## src/rtl/stage_pipe_reg_pkg.sv

```systemverilog
// Shared widths, flag constants and packet layout for the inter-stage pipeline register.
package stage_pipe_reg_pkg;

    // Default field widths
    localparam int unsigned OptBus     = 6;
    localparam int unsigned RegAddrBus = 5;
    localparam int unsigned RegBus     = 32;

    // Single-bit flag constants
    localparam logic Enable  = 1'b1;
    localparam logic Disable = 1'b0;

    // Packet field order when packed into one vector: {opt, rd, vd, we}
    typedef struct packed {
        logic [OptBus-1:0]     opt;
        logic [RegAddrBus-1:0] rd;
        logic [RegBus-1:0]     vd;
        logic                  we;
    } stage_pkt_t;

    localparam int unsigned PktBus = OptBus + RegAddrBus + RegBus + 1;

endpackage : stage_pipe_reg_pkg

```

## src/rtl/stage_slot.sv

```systemverilog
// One pipeline slot: a valid bit plus a packed packet register.
// Clear beats load; nothing changes while rdy is low. An empty slot holds all-zero payload.
module stage_slot #(
    parameter int unsigned PKT_W = stage_pipe_reg_pkg::PktBus
) (
    input  logic             clk,
    input  logic             rst,
    input  logic             rdy,
    input  logic             load,
    input  logic             clear,
    input  logic [PKT_W-1:0] d,
    output logic             valid,
    output logic [PKT_W-1:0] q
);

    // Slot state: async reset to empty, clear/load gated by chip-ready
    always_ff @(posedge clk or negedge rst) begin
        if (!rst) begin
            valid <= 1'b0;
            q     <= '0;
        end else if (rdy) begin
            if (clear) begin
                valid <= 1'b0;
                q     <= '0;
            end else if (load) begin
                valid <= 1'b1;
                q     <= d;
            end
        end
    end

endmodule : stage_slot

```

## src/rtl/stage_pipe_reg.sv

```systemverilog
// Inter-stage writeback pipeline register with valid/ready handshake, flush and x0 write suppression.
// Optional skid slot enabled by defining STAGE_SKID_EN (registered in_ready, up to 2 packets held).
module stage_pipe_reg
    import stage_pipe_reg_pkg::*;
#(
    parameter int unsigned OPT_W  = OptBus,
    parameter int unsigned RD_W   = RegAddrBus,
    parameter int unsigned DATA_W = RegBus
) (
    input  logic              clk,
    input  logic              rst,
    input  logic              rdy,
    input  logic              flush,
    input  logic              in_valid,
    output logic              in_ready,
    input  logic [OPT_W-1:0]  in_opt,
    input  logic [RD_W-1:0]   in_rd,
    input  logic [DATA_W-1:0] in_vd,
    input  logic              in_we,
    output logic              out_valid,
    input  logic              out_ready,
    output logic [OPT_W-1:0]  out_opt,
    output logic [RD_W-1:0]   out_rd,
    output logic [DATA_W-1:0] out_vd,
    output logic              out_we,
    output logic [1:0]        occ
);

    localparam int unsigned PKT_W = OPT_W + RD_W + DATA_W + 1;

    logic [PKT_W-1:0] in_pkt;
    logic [PKT_W-1:0] m_d;
    logic [PKT_W-1:0] m_q;
    logic             m_v;
    logic             m_load;
    logic             m_clear;
    logic             acc;
    logic             con;
    logic             flush_eff;

    // Capture-side packing; writes to x0 are dropped here so out_we can never pair with rd 0
    assign in_pkt    = {in_opt, in_rd, in_vd, in_we && (in_rd != '0)};
    assign acc       = in_valid && in_ready;
    assign con       = m_v && out_ready && rdy;
    assign flush_eff = flush && rdy;

`ifdef STAGE_SKID_EN
    logic [PKT_W-1:0] s_q;
    logic             s_v;
    logic             s_load;
    logic             s_clear;

    // Ready comes only from the skid register, breaking the path from out_ready
    assign in_ready = rdy && !s_v;

    // Slot control: S refills M on consume; new packets go to M if it frees up, else to S
    always_comb begin
        m_load  = (con && s_v) || (acc && (!m_v || con));
        m_d     = s_v ? s_q : in_pkt;
        m_clear = flush_eff || (con && !s_v && !acc);
        s_load  = acc && m_v && !con;
        s_clear = flush_eff || (con && s_v);
    end

    stage_slot #(.PKT_W(PKT_W)) u_slot_s (
        .clk   (clk),
        .rst   (rst),
        .rdy   (rdy),
        .load  (s_load),
        .clear (s_clear),
        .d     (in_pkt),
        .valid (s_v),
        .q     (s_q)
    );

    // S is only ever full while M is full
    assign occ = {s_v, m_v && !s_v};
`else
    // Without a skid slot, ready must see same-cycle consumption
    assign in_ready = rdy && (!m_v || out_ready);

    // Slot control: accept always loads M; a consume with no replacement empties it
    always_comb begin
        m_load  = acc;
        m_d     = in_pkt;
        m_clear = flush_eff || (con && !acc);
    end

    assign occ = {1'b0, m_v};
`endif

    stage_slot #(.PKT_W(PKT_W)) u_slot_m (
        .clk   (clk),
        .rst   (rst),
        .rdy   (rdy),
        .load  (m_load),
        .clear (m_clear),
        .d     (m_d),
        .valid (m_v),
        .q     (m_q)
    );

    // Downstream view: valid masked by chip-ready, payload straight from the M register
    assign out_valid = m_v && rdy;
    assign {out_opt, out_rd, out_vd, out_we} = m_q;

endmodule : stage_pipe_reg

```

## config.mk

```make
export PLATFORM = sky130hd
export DESIGN_NAME = stage_pipe_reg
export DESIGN_NICKNAME = d
export VERILOG_FILES = /design/src/rtl/stage_pipe_reg_pkg.sv /design/src/rtl/stage_slot.sv /design/src/rtl/stage_pipe_reg.sv
export SDC_FILE = /design/constraint.sdc
export NUM_CORES = 1
export LEC_CHECK = 0
export CAP_MARGIN = 20
export CORE_UTILIZATION = 45
export DETAILED_ROUTE_END_ITERATION = 8
export GPL_TIMING_DRIVEN = 1
export PLACE_DENSITY = 0.81
export SETUP_SLACK_MARGIN = 0.5
export SLEW_MARGIN = 30
export SYNTH_ARGS = -nofsm -noshare
export SYNTH_HDL_FRONTEND = slang
export SYNTH_HIERARCHICAL = 1
export SYNTH_SLANG_ARGS = --single-unit
export TNS_END_PERCENT = 30
```

## constraint.sdc

```tcl
create_clock -name clk -period 2.3 [get_ports clk]
set_clock_uncertainty 0.1 [all_clocks]
set_input_delay 0.23 -clock clk [delete_from_list [all_inputs] [get_ports clk]]
set_output_delay 0.23 -clock clk [all_outputs]
set_load 0.03 [all_outputs]
```

==> impl_metrics.ini <==
[global_routing]
grt_pass1_wl_mm = 10.28
grt-ovfl-total = 0
grt_antenna_before_repair = 0
gr-usage-all-layers_pct = 21.07
grt_max_degree = 91
grt_pass1_vias = 2152

[timing]
rsz0062_at_grt = false
max_clock_freq_mhz = 582.7
final_max_slew_viol_count = 0
period_share_pct = 74.62
final-setup-viol-count = 0
tns_ps = 0
slew_headroom_pct = 51.19
worst_pin_slew_ps = 732.1
finalHoldViolations = 0
period_minus_slack_ps = 1716

[die]
rows = 27
fp.dieArea_sq_mm = 0.006223
io_pins = 98
core_area_sq_mm = 0.005608
die_y_microns = 78.89
initial_core_util_pct = 47.43
dieWidth_microns = 78.89

[synthesis]
ys_async_sr_fraction_pct = 100.0
synth-edff-count = 0
ys_warn_count = 6
synth_common_cells = dfrtp_1 (45), nand2b_1 (45), inv_1 (44), nand3_1 (42), o221ai_2 (38)
synth_cells = 260
ys_ff_latch = 45
synth.largest_area_cell = dfrtp_1
yosysSeqAreaShare_pct = 42.33
synth_cell_types = 21
avgSynthCellArea_sq_um = 10.23
synth_area_sq_mm = 0.002660
synth_area_leaders = dfrtp_1 (42%), o221ai_2 (21%), nand2b_1 (11%)
synth_top_flop_cell = dfrtp_1
synth_top_area_share_pct = 42.33
synth_nets = 310

[setup_path]
cp.depth = 1
cp-startpoint = u_slot_m/q[34]
crit_slowest_cell = clkdlybuf4s50_1
worstPathArrival_ps = 1390
reg2reg_to = u_slot_m/q[39]
crit_end = out_rd[1]
r2r-start = u_slot_m/valid
path_cells = clkdlybuf4s50_1
rrSetupSlack_ps = 600
worst_setup_path_start_kind = flop
critical_path.top_delay_family = buffers and inverters
required_ps = 1970
worstSetupEndpointType = primary output
critPathKind = flop to primary output
cp_max_fo = 3
max_stage_delay_ps = 700
ff2ff_path_depth = 5
crit_buf_inv = 1

[clocking]
insertion_delay_ps = 290
post_cts_buffers = 0
path_clk_slew_ps = 90
clock-root-buffer = clkbuf_8
cts_buffers = 5
cts_sinks = 45
cts_tree = done
htreeDepth = 2
cts_max_path_buffers = 2

[cells_and_area]
post-route-util_pct = 67.43
nNetsFinal = 395
fillers = 464
diodes = 0
drive_above_1_share_pct = 17.34
area_growth_pct = 42.15

[drt]
wl_per_cell_microns = 15.67
drc_errors = 0
first_pass_iters = 5
num_vias = 2205
final_antenna_net_count = 0
first_iter_violations = 119
vias_per_cell = 5.275
routed_wl_mm = 6.552

[power_and_ir_drop]
clockPowerShare_pct = 18.2
switching_share_pct = 38.67
sequentialPowerShare_pct = 34.9
worst_ir_drop_vdd_mv = 0.5122
p_int_mw = 2.079
power_density_mw_per_mm2 = 896.5
combinationalPowerShare_pct = 46.9
netSwitchingPower_mw = 1.311
leakage_nw = 1.523

[run]
cap_violations = 0

[hold_path]
hp-class = primary input to async pin

[place]
gp_congestion = 0.7027
portBuffers = 96
dp.final_hpwl_mm = 4.241

[status]
run_status = complete, no violations
## power groups by stage
stage                     sequential (mW)  clock (mW)  combinational [mW]
after global placement               1.19           0                1.55
final                                1.18       0.617                1.59
after global routing                 1.22       0.670                1.69
after floorplan                      1.59           0               0.554
after detailed placement             1.20           0                1.58
after CTS                            1.19       0.636                1.58
## layer usage
metal	global-route usage, %	up-vias	wire length, microns
li1	-	1069	-
met1	28.15	1050	2896
met2	35.04	79	3103
met3	4.828	7	496
met4	4.364	0	57
met5	0	-	0
## cell families after synthesis
logic type | share of synthesized area, %
buffers and inverters | 12.18
AND/OR/NAND/NOR | 20.70
other | 0.1410
AO/OA/AOI/OAI | 24.65
flip-flops | 42.33
## sequential cells by signal (all words and copies together), names as in the netlist
signal          count
u_slot_m/valid      1
u_slot_m/q         44
## cells in the final DEF (no fill, tap or decap), types with 3 or more instances in the layout
cell type | Yosys | final
buf_4 | 2 | 3
o221ai_2 | 38 | 38
dfrtp_1 | 45 | 45
clkdlybuf4s50_1 | 0 | 92
clkbuf_8 | 0 | 6
o221ai_1 | 4 | 4
inv_1 | 44 | 44
nand3_1 | 42 | 42
nand2b_1 | 45 | 45
## how the worst min path moves through the flow
stage,from,endpoint,slack [ps],cells after the start
after CTS,rst,u_slot_m/q[16],390,2
final,rst,u_slot_m/q[16],370,2
after floorplan,rst,u_slot_m/q[0],-170,0
after detailed placement,rst,u_slot_m/q[12],170,1
after global routing,rst,u_slot_m/q[25],410,2
after global placement,rst,u_slot_m/q[14],160,1
## timing repair
action	CTS	global route
hold buffers	1	0
hold endpoints to repair	23	0
resized for setup	3	6
setup endpoints to repair	28	24
gates cloned	0	1
## cell type report
cell class                 count  area (sq um)  area share [%]
sequential                    45          1126           29.78
clock buffer                   7         86.33           2.283
clock inverter                 1         30.03          0.7942
inverter                      44         165.2           4.368
multi-input combinational    144          1215           32.13
timing repair buffer         105          1069           28.26
tap                           72         90.09           2.383
## stage by stage
stage                     hold slack, ps  instances  total power, mW  setup slack (ps)  instance area, sq um
final                              367.0        418            3.390             583.7                  3781
after global routing               414.1        418            3.575             529.7                  3781
after CTS                          387.8        417            3.404             535.9                  3737
after detailed placement           165.3        408            2.777             178.9                  3610
after global placement             156.6        408            2.735             223.7                  3610
after floorplan                   -165.6        260            2.141             620.0                  2660
Note: power is estimated with default switching activity, not from simulation.
